File: config.mk
export PLATFORM = sky130hd
export DESIGN_NAME = mem_access_unit_flat
export DESIGN_NICKNAME = d
export VERILOG_FILES = /design/src/rtl/mem_access_unit_if.sv /design/src/rtl/mem_access_unit.sv /design/src/flat_wrapper.sv
export SDC_FILE = /design/constraint.sdc
export NUM_CORES = 1
export LEC_CHECK = 0
export ABC_AREA = 1
export CAP_MARGIN = 25
export CORE_ASPECT_RATIO = 1.2
export CORE_MARGIN = 4
export CORE_UTILIZATION = 42
export CTS_BUF_LIST = sky130_fd_sc_hd__clkbuf_16
export DETAILED_ROUTE_END_ITERATION = 8
export PLACE_DENSITY_LB_ADDON = 0.2
export SLEW_MARGIN = 10
export SYNTH_ARGS = -nofsm -noshare
export SYNTH_HDL_FRONTEND = slang
export SYNTH_SLANG_ARGS = --single-unit
File: constraint.sdc
create_clock -name clk -period 3.1 [get_ports clk]
set_input_delay 0.31 -clock clk [delete_from_list [all_inputs] [get_ports clk]]
set_output_delay 0.31 -clock clk [all_outputs]
set_load 0.05 [all_outputs]
File: src/rtl/mem_access_unit_if.sv
// Bundle for the load/store front-end.
// Carries the pipeline request/response handshake and the data-RAM port.
//   master : the environment side, meaning the pipeline MEM stage plus the data RAM.
//            It drives the request, rsp_ready and ram_rd_data.
//   slave  : mem_access_unit. It drives req_ready, the response and the RAM address/write
//            signals.
interface mem_access_unit_if #(
    parameter int unsigned ADDR_W = 16
) ();
    logic              req_valid;
    logic              req_ready;
    logic              req_we;
    logic [2:0]        req_funct3;
    logic [ADDR_W-1:0] req_addr;
    logic [31:0]       req_wdata;

    logic              rsp_valid;
    logic              rsp_ready;
    logic [31:0]       rsp_rdata;
    logic              rsp_err;

    logic [ADDR_W-1:0] ram_rd_addr;
    logic [31:0]       ram_rd_data;
    logic [ADDR_W-1:0] ram_wr_addr;
    logic              ram_wr_en;
    logic [31:0]       ram_wr_data;

    modport master (
        output req_valid, req_we, req_funct3, req_addr, req_wdata, rsp_ready, ram_rd_data,
        input  req_ready, rsp_valid, rsp_rdata, rsp_err,
        input  ram_rd_addr, ram_wr_addr, ram_wr_en, ram_wr_data
    );

    modport slave (
        input  req_valid, req_we, req_funct3, req_addr, req_wdata, rsp_ready, ram_rd_data,
        output req_ready, rsp_valid, rsp_rdata, rsp_err,
        output ram_rd_addr, ram_wr_addr, ram_wr_en, ram_wr_data
    );
endinterface

File: src/rtl/mem_access_unit.sv
// Load/store front-end for a byte-addressed 32-bit data RAM.
// It accepts one RV32I load or store at a time and handles LB, LH, LW, LBU, LHU, SB, SH and SW.
// The RAM always writes a whole word, so SB and SH are performed as an atomic
// read-modify-write.
// Ports:
//   clk   : rising-edge clock
//   n_rst : asynchronous active-low reset
//   bus   : request/response handshake and RAM port (slave modport, see mem_access_unit_if)
module mem_access_unit #(
    parameter int unsigned ADDR_W      = 16,
    parameter bit          CHECK_ALIGN = 1'b1
) (
    input logic              clk,
    input logic              n_rst,
    mem_access_unit_if.slave bus
);

    localparam logic [2:0] StIdle  = 3'd0;
    localparam logic [2:0] StLoad  = 3'd1;
    localparam logic [2:0] StMerge = 3'd2;
    localparam logic [2:0] StWrite = 3'd3;
    localparam logic [2:0] StResp  = 3'd4;

    logic [2:0]        state_q, state_d;
    logic [ADDR_W-1:0] addr_q,  addr_d;
    logic [2:0]        f3_q,    f3_d;
    logic              we_q,    we_d;
    logic [31:0]       wdata_q, wdata_d;
    logic [31:0]       word_q,  word_d;
    logic [31:0]       rdata_q, rdata_d;
    logic              err_q,   err_d;

    logic        req_legal;
    logic        req_misaligned;
    logic [31:0] load_ext;
    logic [31:0] merge_mask;

    // Decode the incoming request for the legality and alignment checks.
    always_comb begin
        if (bus.req_we) begin
            req_legal = (bus.req_funct3 == 3'b000) || (bus.req_funct3 == 3'b001) ||
                        (bus.req_funct3 == 3'b010);
        end else begin
            req_legal = (bus.req_funct3 == 3'b000) || (bus.req_funct3 == 3'b001) ||
                        (bus.req_funct3 == 3'b010) || (bus.req_funct3 == 3'b100) ||
                        (bus.req_funct3 == 3'b101);
        end
        req_misaligned = CHECK_ALIGN &&
                         (((bus.req_funct3[1:0] == 2'b01) && bus.req_addr[0]) ||
                          ((bus.req_funct3[1:0] == 2'b10) && (bus.req_addr[1:0] != 2'b00)));
    end

    // Load extension. The requested byte or half is always at lane 0 of the read word.
    always_comb begin
        case (f3_q)
            3'b000:  load_ext = {{24{bus.ram_rd_data[7]}}, bus.ram_rd_data[7:0]};
            3'b001:  load_ext = {{16{bus.ram_rd_data[15]}}, bus.ram_rd_data[15:0]};
            3'b100:  load_ext = {24'd0, bus.ram_rd_data[7:0]};
            3'b101:  load_ext = {16'd0, bus.ram_rd_data[15:0]};
            default: load_ext = bus.ram_rd_data;
        endcase
    end

    // SB replaces lane 0 and SH replaces lanes 1:0.
    // The other lanes are written back with their own read values.
    assign merge_mask = (f3_q[1:0] == 2'b00) ? 32'h0000_00ff : 32'h0000_ffff;

    always_comb begin
        state_d = state_q;
        addr_d  = addr_q;
        f3_d    = f3_q;
        we_d    = we_q;
        wdata_d = wdata_q;
        word_d  = word_q;
        rdata_d = rdata_q;
        err_d   = err_q;
        case (state_q)
            StIdle: begin
                if (bus.req_valid) begin
                    addr_d  = bus.req_addr;
                    f3_d    = bus.req_funct3;
                    we_d    = bus.req_we;
                    wdata_d = bus.req_wdata;
                    word_d  = bus.req_wdata;
                    rdata_d = 32'd0;
                    err_d   = 1'b0;
                    if (!req_legal || req_misaligned) begin
                        err_d   = 1'b1;
                        state_d = StResp;
                    end else if (!bus.req_we) begin
                        state_d = StLoad;
                    end else if (bus.req_funct3[1:0] == 2'b10) begin
                        state_d = StWrite;
                    end else begin
                        state_d = StMerge;
                    end
                end
            end
            StLoad: begin
                rdata_d = load_ext;
                state_d = StResp;
            end
            StMerge: begin
                word_d  = (bus.ram_rd_data & ~merge_mask) | (wdata_q & merge_mask);
                state_d = StWrite;
            end
            StWrite: begin
                state_d = StResp;
            end
            StResp: begin
                if (bus.rsp_ready) begin
                    state_d = StIdle;
                end
            end
            default: begin
                state_d = StIdle;
            end
        endcase
    end

    always_ff @(posedge clk or negedge n_rst) begin
        if (!n_rst) begin
            state_q <= StIdle;
            addr_q  <= '0;
            f3_q    <= 3'd0;
            we_q    <= 1'b0;
            wdata_q <= 32'd0;
            word_q  <= 32'd0;
            rdata_q <= 32'd0;
            err_q   <= 1'b0;
        end else begin
            state_q <= state_d;
            addr_q  <= addr_d;
            f3_q    <= f3_d;
            we_q    <= we_d;
            wdata_q <= wdata_d;
            word_q  <= word_d;
            rdata_q <= rdata_d;
            err_q   <= err_d;
        end
    end

    assign bus.req_ready   = (state_q == StIdle);
    assign bus.rsp_valid   = (state_q == StResp);
    // Stores and errors return zero data.
    // rdata_q is cleared at accept, so only a completed load shows data.
    assign bus.rsp_rdata   = ((state_q == StResp) && !we_q) ? rdata_q : 32'd0;
    assign bus.rsp_err     = (state_q == StResp) && err_q;
    // The address is passed through unchanged; the RAM wraps its own byte lanes.
    assign bus.ram_rd_addr = addr_q;
    assign bus.ram_wr_addr = addr_q;
    assign bus.ram_wr_en   = (state_q == StWrite);
    assign bus.ram_wr_data = word_q;

endmodule

File: src/flat_wrapper.sv
// flat-port wrapper written by rule: the top's interface ports become plain ports
module mem_access_unit_flat 
#(
    parameter int unsigned ADDR_W      = 16,
    parameter bit          CHECK_ALIGN = 1'b1
)
  (clk, n_rst, bus_req_valid, bus_req_we, bus_req_funct3, bus_req_addr, bus_req_wdata, bus_rsp_ready, bus_ram_rd_data, bus_req_ready, bus_rsp_valid, bus_rsp_rdata, bus_rsp_err, bus_ram_rd_addr, bus_ram_wr_addr, bus_ram_wr_en, bus_ram_wr_data);
  mem_access_unit_if #(.ADDR_W(ADDR_W)) bus_i ();
  input logic clk;
  input logic n_rst;
  input wire logic [$bits(bus_i.req_valid)-1:0] bus_req_valid;
  input wire logic [$bits(bus_i.req_we)-1:0] bus_req_we;
  input wire logic [$bits(bus_i.req_funct3)-1:0] bus_req_funct3;
  input wire logic [$bits(bus_i.req_addr)-1:0] bus_req_addr;
  input wire logic [$bits(bus_i.req_wdata)-1:0] bus_req_wdata;
  input wire logic [$bits(bus_i.rsp_ready)-1:0] bus_rsp_ready;
  input wire logic [$bits(bus_i.ram_rd_data)-1:0] bus_ram_rd_data;
  output wire logic [$bits(bus_i.req_ready)-1:0] bus_req_ready;
  output wire logic [$bits(bus_i.rsp_valid)-1:0] bus_rsp_valid;
  output wire logic [$bits(bus_i.rsp_rdata)-1:0] bus_rsp_rdata;
  output wire logic [$bits(bus_i.rsp_err)-1:0] bus_rsp_err;
  output wire logic [$bits(bus_i.ram_rd_addr)-1:0] bus_ram_rd_addr;
  output wire logic [$bits(bus_i.ram_wr_addr)-1:0] bus_ram_wr_addr;
  output wire logic [$bits(bus_i.ram_wr_en)-1:0] bus_ram_wr_en;
  output wire logic [$bits(bus_i.ram_wr_data)-1:0] bus_ram_wr_data;
  assign bus_i.req_valid = bus_req_valid;
  assign bus_i.req_we = bus_req_we;
  assign bus_i.req_funct3 = bus_req_funct3;
  assign bus_i.req_addr = bus_req_addr;
  assign bus_i.req_wdata = bus_req_wdata;
  assign bus_i.rsp_ready = bus_rsp_ready;
  assign bus_i.ram_rd_data = bus_ram_rd_data;
  assign bus_req_ready = bus_i.req_ready;
  assign bus_rsp_valid = bus_i.rsp_valid;
  assign bus_rsp_rdata = bus_i.rsp_rdata;
  assign bus_rsp_err = bus_i.rsp_err;
  assign bus_ram_rd_addr = bus_i.ram_rd_addr;
  assign bus_ram_wr_addr = bus_i.ram_wr_addr;
  assign bus_ram_wr_en = bus_i.ram_wr_en;
  assign bus_ram_wr_data = bus_i.ram_wr_data;
  mem_access_unit #(.ADDR_W(ADDR_W), .CHECK_ALIGN(CHECK_ALIGN)) u_core (.clk(clk), .n_rst(n_rst), .bus(bus_i));
endmodule
Yosys cells after proc, flatten, opt, wreduce, memory -nomap -nowiden. Index checks and enable logic that the tools add are counted. Widths: inputs -> output; s select.

Equal/unequal tests: 15. Mux-type cells: 15. Bitwise gates (word level): 4. Reductions and logical operators: 24.

Operator list (count): $pmux 32 s2 (2); $pmux 32 s4 (1); $mux 32 (3); $and 32x32->32 (2); $not 32->32 (1); $or 32x32->32 (1); $mux 16 (1); $eq 3x3->1 const B (5); $mux 3 (4); $pmux 3 s4 (1); $eq 3x1->1 const B (3); $eq 3x2->1 const B (3); $logic_not 3->1 (3); $reduce_and 2->1 (4); $logic_or 1x1->1 (6); $reduce_bool 2->1 (3); $logic_and 1x1->1 (4); $ne 2x2->1 const B (2); $mux 1 (3); $eq 2x1->1 const B (1); $eq 2x2->1 const B (1); $logic_not 1->1 (2); $logic_not 2->1 (1); $reduce_or 2->1 (1).

Register bits: 120. Input bits: 88. Output and inout bits: 100. Word-level logic and storage cells: 66.

Longest topological paths before layout.
Word-level depth: 11. Mapped depth: 10. Mapped depth without buffers: 9.

Worst setup path after synthesis. Ideal clock, no wire load.

Path type: reg2out. From: register u_core.state_q[0]. To: output port bus_rsp_rdata[11]. Arrival time: 2.367 ns. Data required time: 2.790 ns. Slack: 0.423 ns. Stages on the path, launching flop included: 7. Buffers on the path: 2. Cells stage by stage: dfrtp_1 nor3_2 inv_2 or2_1 buf_6 buf_6 nor2_1.

Longest elaborated chain between the ends: 3.

RTL lines: from (decl) (line mem_access_unit.sv:24) `logic [2:0] state_q, state_d;`; from (signal assigned) (line mem_access_unit.sv:123) `state_q <= StIdle;`; from (signal assigned) (line mem_access_unit.sv:132) `state_q <= state_d;`; $eq 3x3->1; net bus_rsp_valid (line flat_wrapper.sv:19) `output wire logic [$bits(bus_i.rsp_valid)-1:0] bus_rsp_valid;`; $logic_and 1x1->1 (line mem_access_unit.sv:147) `assign bus.rsp_rdata = ((state_q == StResp) && !we_q) ? rdata_q : 32'd0;`; $mux 32 (line mem_access_unit.sv:147); to (decl) (line flat_wrapper.sv:20) `output wire logic [$bits(bus_i.rsp_rdata)-1:0] bus_rsp_rdata;`.

The timed path passes the listed nets, and every way through them passes these cells.

Worst setup path in the final report.
From: register u_core.state_q[0]. To: output port bus_rsp_rdata[11].

Longest elaborated chain between the ends: 3.

RTL lines (line): $eq 3x3->1 (mem_access_unit.sv:147); $logic_and 1x1->1 (mem_access_unit.sv:147); $mux 32 (mem_access_unit.sv:147).

Every way passes these cells.

==> flow_metrics.env <==
export IMPL_final_common_cell="nand2_1"
export IMPL_syn_inst=617
export IMPL_clockBufferDepth=2
export IMPL_root_buffer="clkbuf_16"
export IMPL_avgSynthCellArea_um2=8.01
export IMPL_cp_num_buf_inv=2
export IMPL_cts_buffers=9
export IMPL_synthMuxAreaShare=0
export IMPL_worstPathRequired_ns=2.79
export IMPL_vias=4426
export IMPL_dieArea_um2=13600
export IMPL_routed_wl_mm=14.0
export IMPL_io_pin_count=188
export IMPL_dieHeight_um=127
export IMPL_first_pass_iters=5
export IMPL_regToRegEndpoint="u_core.bus.ram_wr_data[31]"
export IMPL_io_buffers=187
export IMPL_area_growth_syn_to_layout_pct=42.4
export IMPL_drive_gt1_frac=0.0651
export IMPL_synth_xor_area_frac=0
export IMPL_final_cell_mix="nand2_1, clkdlybuf4s50_1, dfrtp_1, nor2_1, inv_1"
export IMPL_fin_skew_ns=0.00625
export IMPL_cts_htree_levels=3
export IMPL_p_comb_frac=0.575
export IMPL_hold_viol=0
export IMPL_worstMarginPinSlew_ns=0.924
export IMPL_ant_nets=0
export IMPL_final_core_util=0.612
export IMPL_clk_latency_ns=0.34
export IMPL_synth_top_family_by_area="simple AND/OR/NAND/NOR gates"
export IMPL_startpoint="u_core.state_q[0]"
export IMPL_synth_cell_type_count=25
export IMPL_internal_power_mw=3.83
export IMPL_relSlewSlack=0.382
export IMPL_finalMaxSlewViolations=0
export IMPL_fmax_ghz=0.357
export IMPL_rr_worst_depth=8
export IMPL_async_reset_ff_frac=1.00
export IMPL_grt_max_degree=78
export IMPL_yosys_warnings=0
export IMPL_yosys_area_top_type="dfrtp_1"
export IMPL_endpoint="bus_rsp_rdata[11]"
export IMPL_critPathCaptureType="output port"
export IMPL_cts_tree="yes"
export IMPL_clkTransAtPathRegs_ns=0.07
export IMPL_wl_per_cell_um=14.9
export IMPL_slowest_stage="or2_2"
export IMPL_core_area_um2=11500
export IMPL_layout_nets=866
export IMPL_vdd_ir_drop_worst_uv=674
export IMPL_syn_area_um2=4940
export IMPL_drt_iter0_drc=192
export IMPL_setup_ws_ns=0.297
export IMPL_cpPeakStageDelay_ns=0.59
export IMPL_crit_family="simple AND/OR/NAND/NOR gates"
export IMPL_timing_final_crit_share=0.904
export IMPL_ys_seq_area_frac=0.526
export IMPL_start_util=0.429
export IMPL_drc_errors=0
export IMPL_worstSetupPathDepth=5
export IMPL_swShare=0.507
export IMPL_outcome="complete, no violations"
export IMPL_synth_compound_area_share=0.0688
export IMPL_synth_seq_cells=104
export IMPL_synth_top_area_share=0.526
export IMPL_p_leak_nw=3.61
export IMPL_synth_area_leaders="dfrtp_1, nand2_1, nor2_1"
export IMPL_arrival_ns=2.49
export IMPL_period_needed_ns=2.80
export IMPL_antenna_found_initial=0
export IMPL_synth_fp_nets=705
export IMPL_startpoint_type="register"
export IMPL_clock_sinks=104
export IMPL_switchingPower_mw=3.94
export IMPL_power_density_nw_per_um2=1100
export IMPL_die_x_um=107
export IMPL_crit_type="register to output port"
export IMPL_grtUsageTotal=0.212
export IMPL_drv_cap=0
export IMPL_synth_edf_count=0
export IMPL_path_max_fanout=32
export IMPL_antenna_cells=0
export IMPL_postCtsSetupBuffers=0
export IMPL_grt_pass1_vias=4674
export IMPL_reg2reg_slack_ns=0.77
export IMPL_overflow=0
export IMPL_timing_rr_start="u_core.state_q[0]"
export IMPL_place_congestion=0.846
export IMPL_synthAdderAreaFrac=0
export IMPL_synth_simple_area_share=0.291
export IMPL_dp_hpwl_mm=10.2
export IMPL_place_ws_ns=0.360
export IMPL_rsz0062_at_grt="no"
export IMPL_synth_flop_cell="dfrtp_1"
export IMPL_pwr_share_clk=0.129
export IMPL_min_path_type="primary input to asynchronous set/reset pin"
export IMPL_grt_pass1_wl_mm=23.1
export IMPL_sequentialPowerShare=0.296
export IMPL_rows=43
export IMPL_via_per_inst=4.71
export IMPL_crit_path_cell_trace="nor3_2 -> inv_2 -> or2_2 -> nor2_1 -> dlygate4sd2_1"
export IMPL_setup_tns_ns=0
export IMPL_setup_violations=0
-- flip-flops by register name, indices dropped and copies added (netlist names) --
signal / cells
u_core.err_q: 1
u_core.f3_q: 3
u_core.state_q: 3
u_core.bus.ram_wr_data: 32
u_core.bus.ram_rd_addr: 16
u_core.wdata_q: 16
u_core.we_q: 1
u_core.rdata_q: 32
-- worst reg2reg max path: cells and delay by family, from the launching register on --
family	cells	cell delay [ns]
flops	1	0.44
buf+inv	2	0.39
simple gates	6	1.43
-- cells by family after synthesis --
kind of cell / after synthesis
buf+inv: 110
simple gates: 337
flops: 104
compound gates: 66
-- per-stage QoR --
stage / cell area (um2) / instances / power, mW / hold WS [ns]
floorplan: 4940 / 617 / 5.56 / 0.0144
global placement: 6720 / 922 / 6.72 / 0.462
detailed placement: 6720 / 922 / 6.82 / 0.468
CTS: 6960 / 938 / 7.85 / 0.171
global route: 7040 / 940 / 8.29 / 0.447
finish: 7040 / 940 / 7.77 / 0.429
-- per-layer routing --
layer / global-route usage / up-vias / share of wire
li1: - / 2184 / -
met1: 0.273 / 2061 / 0.43
met2: 0.347 / 158 / 0.47
met3: 0.0570 / 23 / 0.074
met4: 0.0722 / 0 / 0.025
met5: 0 / - / 0
-- final cells by class --
class	instances	area [um2]
Timing Repair Buffer	193	1950
Multi-Input combinational cell	403	1780
Inverter	67	254
Tap cell	157	196
Fill cell	1082	4470
Clock buffer	9	225
Sequential cell	104	2600
Clock inverter	7	31.3
-- power groups by stage --
| stage | Combinational, mW | Sequential [mW] | Clock (mW) |
|---|---|---|---|
| 3_5_place_dp | 4.50 | 2.32 | 0 |
| 4_1_cts | 4.51 | 2.30 | 1.04 |
| 5_1_grt | 4.80 | 2.39 | 1.10 |
| 3_3_place_gp | 4.43 | 2.29 | 0 |
| 2_1_floorplan | 2.25 | 3.32 | 0 |
| 6_report | 4.47 | 2.30 | 1.00 |
-- how the worst min path moves through the flow --
stage               slack, ns                   endpoint
floorplan                0.01  u_core.bus.ram_rd_addr[0]
global placement         0.46          u_core.wdata_q[7]
detailed placement       0.47          u_core.wdata_q[7]
CTS                      0.17          u_core.rdata_q[4]
global route             0.45          u_core.rdata_q[4]
finish                   0.43          u_core.rdata_q[4]
-- cells in the mapped netlist (2+ instances only) --
library cell    n
nand2_1       208
dfrtp_1       104
nor2_1         74
inv_1          62
o21ai_0        51
nand3_1        35
buf_4          23
nor2_4         13
buf_2          10
o21ai_1         9
clkbuf_1        5
a21oi_1         4
buf_6           4
inv_2           3
nand3_2         2
-- what timing repair did --
item | in CTS | in global routing
hold buffers | 0 | 1
gates resized for setup | 8 | 17
hold endpoints to repair | 0 | 25
setup endpoints to repair | 8 | 17
Power figures use the tool's default switching activity.
